**src/rtl/alu_sequencer.sv**
```systemverilog
// alu_sequencer: sequences the ALU result mux and multi-cycle MUL/DIV units, registering the selected result
//   clk        : rising-edge clock
//   clr        : asynchronous active-low reset
//   req_*      : operation request handshake (op code, divisor-is-zero flag)
//   mux_select : ALU result mux select, valid while busy
//   unit_start : one-cycle start strobe for MUL/DIV
//   alu_result : ALU result mux output
//   res_*      : registered result handshake, res_err flags DIV by zero
//   busy       : high outside IDLE
module alu_sequencer #(
    parameter int WIDTH      = 64,
    parameter int MUL_CYCLES = 4,
    parameter int DIV_CYCLES = 32,
    parameter int CNT_W      = 6
) (
    input  logic             clk,
    input  logic             clr,
    input  logic             req_valid,
    output logic             req_ready,
    input  logic [3:0]       req_op,
    input  logic             b_zero,
    output logic [3:0]       mux_select,
    output logic             unit_start,
    input  logic [WIDTH-1:0] alu_result,
    output logic             res_valid,
    input  logic             res_ready,
    output logic [WIDTH-1:0] res_data,
    output logic             res_err,
    output logic             busy
);
    localparam logic [1:0] IDLE = 2'd0;
    localparam logic [1:0] EXEC = 2'd1;
    localparam logic [1:0] WAIT = 2'd2;
    localparam logic [1:0] DONE = 2'd3;

    logic [1:0]       state_q, state_d;
    logic [3:0]       op_q;
    logic             bz_q;
    logic [CNT_W-1:0] cnt_q, cnt_d;
    logic [WIDTH-1:0] data_q, data_d;
    logic             err_q, err_d;
    logic             multi, div0;

    // 0xE/0xF are the multi-cycle units; DIV with a zero divisor never starts the unit
    assign multi = op_q[3:1] == 3'b111;
    assign div0  = op_q == 4'hF && bz_q;

    always_comb begin
        state_d = state_q;
        cnt_d   = cnt_q;
        data_d  = data_q;
        err_d   = err_q;
        case (state_q)
            IDLE: state_d = req_valid ? EXEC : IDLE;
            EXEC: begin
                if (div0) begin
                    data_d  = '1;
                    err_d   = 1'b1;
                    state_d = DONE;
                end else if (multi) begin
                    cnt_d   = op_q[0] ? CNT_W'(DIV_CYCLES - 1) : CNT_W'(MUL_CYCLES - 1);
                    state_d = WAIT;
                end else begin
                    data_d  = alu_result;
                    err_d   = 1'b0;
                    state_d = DONE;
                end
            end
            WAIT: begin
                if (cnt_q == '0) begin
                    data_d  = alu_result;
                    err_d   = 1'b0;
                    state_d = DONE;
                end else begin
                    cnt_d = cnt_q - 1'b1;
                end
            end
            default: begin
                if (res_ready) begin
                    err_d   = 1'b0;
                    state_d = IDLE;
                end
            end
        endcase
    end

    always_ff @(posedge clk or negedge clr) begin
        if (!clr) begin
            state_q <= IDLE;
            op_q    <= '0;
            bz_q    <= 1'b0;
            cnt_q   <= '0;
            data_q  <= '0;
            err_q   <= 1'b0;
        end else begin
            state_q <= state_d;
            cnt_q   <= cnt_d;
            data_q  <= data_d;
            err_q   <= err_d;
            if (state_q == IDLE && req_valid) begin
                op_q <= req_op;
                bz_q <= b_zero;
            end
        end
    end

    assign req_ready  = state_q == IDLE;
    assign busy       = state_q != IDLE;
    assign mux_select = busy ? op_q : 4'h0;
    assign unit_start = state_q == EXEC && multi && !div0;
    assign res_valid  = state_q == DONE;
    assign res_data   = data_q;
    assign res_err    = err_q;
endmodule

```
**config.mk**
```make
export PLATFORM = sky130hd
export DESIGN_NAME = alu_sequencer
export DESIGN_NICKNAME = d
export VERILOG_FILES = /design/src/rtl/alu_sequencer.sv
export SDC_FILE = /design/constraint.sdc
export NUM_CORES = 1
export LEC_CHECK = 0
export ABC_AREA = 1
export CAP_MARGIN = 20
export CORE_MARGIN = 8
export CORE_UTILIZATION = 42
export CTS_BUF_LIST = sky130_fd_sc_hd__clkbuf_8
export CTS_CLUSTER_SIZE = 14
export DETAILED_ROUTE_END_ITERATION = 6
export PLACE_DENSITY_LB_ADDON = 0.08
export SYNTH_ARGS = -nofsm -noshare
export SYNTH_HDL_FRONTEND = slang
export SYNTH_SLANG_ARGS = --single-unit
```
**constraint.sdc**
```tcl
create_clock -name clk -period 1.6 [get_ports clk]
set_input_delay 0.24 -clock clk [delete_from_list [all_inputs] [get_ports clk]]
set_output_delay 0.24 -clock clk [all_outputs]
set_load 0.02 [all_outputs]
```
# Word-level counts from Yosys, hierarchy flattened
# Index checks and enable logic that the tools add are counted.
# totals
reg_bits,78
in_bits,73
# op_classes
bitwise_logic,1
eq_ne,10
mux,21
n_reduce_logical,15
addsub,1
# ops
cell,count
64-bit 2-to-1 mux,3
64-bit one-hot mux with 2 select lines,1
6-bit 2-to-1 mux,3
6-bit one-hot mux with 2 select lines,1
"2-bit inequality test, second input constant",4
4-bit AND reduction,2
1-bit 2-to-1 mux,7
6-bit logical NOT,1
2-bit one-hot mux with 3 select lines,1
"6-bit by 1-bit subtractor with 6-bit output, second input constant",1
5-bit 2-to-1 mux,1
"2-bit == test, second input constant",2
"4-bit == test, second input constant",1
1-bit logical AND,4
2-bit 2-to-1 mux,2
4-bit 2-to-1 mux,1
2-bit nonzero test,2
4-bit nonzero test,1
"3-bit == test, second input constant",1
"3-bit inequality test, second input constant",1
1-bit one-hot mux with 3 select lines,1
3-bit AND reduction,1
3-bit nonzero test,1
"2-bit by 1-bit == test with 1-bit output, second input constant",1
other kinds (4),4

# Logic depth before layout (Yosys ltp)
# depth
ltp_word,4
depth_mapped,10
ltp_nobuf,8

# Worst setup path after synthesis
# No wires, ideal clock.
# synth_path
path_type,reg2reg
start,register state_q[0]
end,register bz_q
setup_ns,0.125
required_time_ns,1.475
stages_incl_launch_ff,6
t_arrival_ns,1.513
path_slack_ns,-0.038
n_path_buf,1
path_cell_list,dfrtp_1 > inv_1 > ha_1 > clkbuf_1 > nand2_1 > mux2_2
# synth_between
elab_chain_cells,2
# synth_rtl
element,line,rtl
"start, declared",36,"logic [1:0] state_q, state_d;"
"start signal, assigned",96,state_q <= state_d;
2-bit logical NOT,n/a,
named net req_ready,19,"output logic req_ready,"
1-bit logical AND,100,if (state_q == IDLE && req_valid) begin
"end signal, assigned",102,bz_q <= b_zero;
"end, declared",38,logic bz_q;
# The timed path passes the listed nets, and every way through them passes these cells.
# A chain may end at the register's enable or synchronous reset.

# Worst setup path in the final report
# layout_path
start,register state_q[1]
end,output res_valid
# layout_between
elab_chain_cells,1
# layout_rtl
element,line,rtl
2-bit == test,111,assign res_valid = state_q == DONE;
"end, declared",25,"output logic res_valid,"
# No other way between the ends.

==> impl_results.md <==
- Number of antenna cells inserted: 0
- Aggregate global routing overflow: 0
- Overall global routing resource usage: 16.9%
- Tightest slew margin relative to the limit: 77.2%
- Clock-pin slew on the worst setup and hold paths: 0.08 ns
- Max Fanout on Critical Path: 3
- Synth top area cells: dfrtp_1, nand2_1, nand2_2
- Setup repair after global routing missed its margin: true
- Maximum number of pins on one net before global-route repair: 39
- Vias after detailed routing: 3718
- Library cell contributing the largest single delay on the critical path: dfrtp_1
- Detail-routed via count per cell: 4.36
- Result of the run: finished, violations left
- Min-delay worst type: primary input to asynchronous set/reset pin
- Antenna Nets Post-Route: 0
- Launch point of the critical path: state_q[1]
- GRT met1 Usage: 21.3%
- Actual slew at the worst max-slew pin: 0.342 ns
- HPWL after detailed placement: 8250 um
- Clock latency at the later pin of the worst-skew pair: 0.34 ns
- Ordered list of cells on the worst path: buf_4 -> buf_4 -> ha_1 -> buf_2
- Initial Util: 42.8%
- Core Area: 9680 um^2
- Met3 Use GR: 4.57%
- Signal arrival time at the worst endpoint: 1.37 ns
- Capturing element of the worst setup path: res_valid
- Most frequent cells in the layout: nand2_1, inv_1, dfrtp_1, clkdlybuf4s50_1, nand2_2
- Post-Place Worst Slack: -0.168 ns
- Count of cell types in the netlist: 26
- DR WL/cell: 13.1 um
- Post-Synthesis Net Count: 619
- LEAKAGE: 3.90 nW
- Flop2flop setup slack: -0.008 ns
- TritonCTS sink count: 78
- Number of cell instances on the worst register-to-register path: 9
- Start-to-end type of the worst setup path: flip-flop to output port
- Fraction of the yosys area taken by sequential cells: 47.1%
- Final Hold Vio Count: 0
- Average cell area after synthesis: 7.69 um^2
- Area of the die: 13300 um^2
- Met2 Use GR: 27.6%
- Aggregate routed wire length: 11200 um
- Global-route wire length before repair: 18100 um
- Maximum VDD drop: 1.28 mV
- Post-synthesis cell count: 539
- Flip-flop and latch count after synthesis: 78
- Vertical die dimension: 115 um
- Warning count from the yosys run: 0
- Number of global-route vias before repair: 3674
- Initial drt markers: 204
- Number of antenna violations at the first check in global routing: 0
- Setup Skew: 0.00794 ns
- Final setup margin: -0.00827 ns
- Number of maximum-capacitance constraint violations: 0
- Setup-failing EPs final: 4
- Layout-stage area growth over the synthesis result: 52.3%
- Required time of the critical path: 1.36 ns
- Commonest non-fill, non-tap cell in the layout: nand2_1
- Critical Path Source Type: flip-flop
- Total clock buffers created by CTS: 9
- Fin crit period: 1.61 ns
- DRC violation count after routing: 0
- Cell repeated most along the worst path: buf_4
- Nets: 795
- Number of placement rows: 36
- X dimension of the die: 115 um
- Area share of the largest cell type after synthesis: 47.1%
- Power Dens Cells: 2220 nW/um^2
- Crit end category: output port
- TNS Setup: -0.0191 ns
- Post-route fraction of the period consumed by the critical path: 101%
- Input/output buffers: 145
- Startpoint of the worst-slack reg-to-reg timing path: state_q[0]
- CTS root buffer: clkbuf_8
- Most Crowded Layer GR: met2
- CTS tree: yes
- Failing checks: negative setup slack
- Total standard cell area after synthesis: 4150 um^2
- H-tree lvl count: 3
- Number of buffers between clock root and the deepest sink: 2
- Worst hold margin: 0.344 ns
- Destination of the worst register-to-register timing path: res_data[51]
- Top achievable clock speed: 0.622 GHz
- I/O pins: 146
- Slew Limit Fails: 0
- Routability congestion estimate: 0.777
- Top cell type by total area after synthesis: dfrtp_1
- Ratio of cells with drive above 1 in the final layout: 20.6%
- Detailed Routing Iterations Pass 1: 7
- Max incr delay on CP: 0.43 ns
worst min-delay path by stage:
stage | to | depth (start not counted) | from
after floorplan | bz_q | 0 | clr
after global placement | res_data[14] | 1 | clr
after detailed placement | res_data[14] | 1 | clr
after CTS | res_data[17] | 2 | clr
after global routing | res_data[14] | 2 | clr
final | res_data[14] | 2 | clr
synthesized netlist by cell type (all sizes together):
master,n
or2,1
nor3,1
mux2,1
buf,20
a21oi,6
nand4,3
clkbuf,1
nand2,305
o21ai,4
dfrtp,78
nand3,9
nor2,19
ha,7
inv,83
nand3b,1
worst max-delay path, delay by kind of cell, from the launching register on:
family	cells	cell delay (ns)
flip-flops	1	0.43
adder cells (fa/ha/maj)	1	0.17
buffers and inverters	3	0.44
repair_timing:
action,CTS,global route
hold buffers,1,0
setup endpoints to repair,90,118
gates resized for setup,56,67
buffers inserted,1,1
endpoints found under the hold margin,22,0
cloned,0,0
pin swaps,0,4
cells by family after synthesis:
group / synth area share, %
AND/OR/NAND/NOR: 36.3
multiplexers: 0.272
buffers and inverters: 13.0
AO/OA/AOI/OAI: 1.21
adder cells (fa/ha/maj): 2.11
flip-flops: 47.1
final cells by class:
| type | count | area (um^2) |
|---|---|---|
| inverter | 83 | 314 |
| tap | 133 | 166 |
| clock inverter | 6 | 62.6 |
| multi-input combinational | 357 | 1720 |
| sequential | 78 | 1950 |
| fill | 814 | 3370 |
| timing repair buffer | 186 | 1960 |
| clock buffer | 10 | 138 |
power by group:
group | internal [mW] | switching, mW | total (mW) | leakage (nW)
clock network | 0.758 | 0.715 | 1.47 | 0.0997
logic | 3.87 | 5.01 | 8.89 | 2.85
registers | 3.02 | 0.659 | 3.68 | 0.946
total | 7.65 | 6.39 | 14.0 | 3.90
through the flow:
step	power, mW	std cells	area (um^2)	utilization [%]
after global placement	12.5	834	5940	61.4
after floorplan	9.21	539	4150	-
after CTS	14.1	852	6130	63.3
final	14.0	853	6310	65.2
after global routing	15.2	853	6310	65.2
after detailed placement	12.7	834	5940	61.4
flip-flops by register name, indices dropped and copies added, names as in the netlist:
register  cells
bz_q          1
op_q          4
res_err       1
res_data     64
state_q       2
cnt_q         6
per-layer routing:
layer  wire (um)  part of all wire (%)  up-vias
met5           0                     0        -
met2        5340                    48       98
li1            -                     -     1910
met1        4950                    44     1704
met4          80                  0.71        0
met3         825                   7.4        6
No activity file was read; power rests on OpenSTA's default activity.
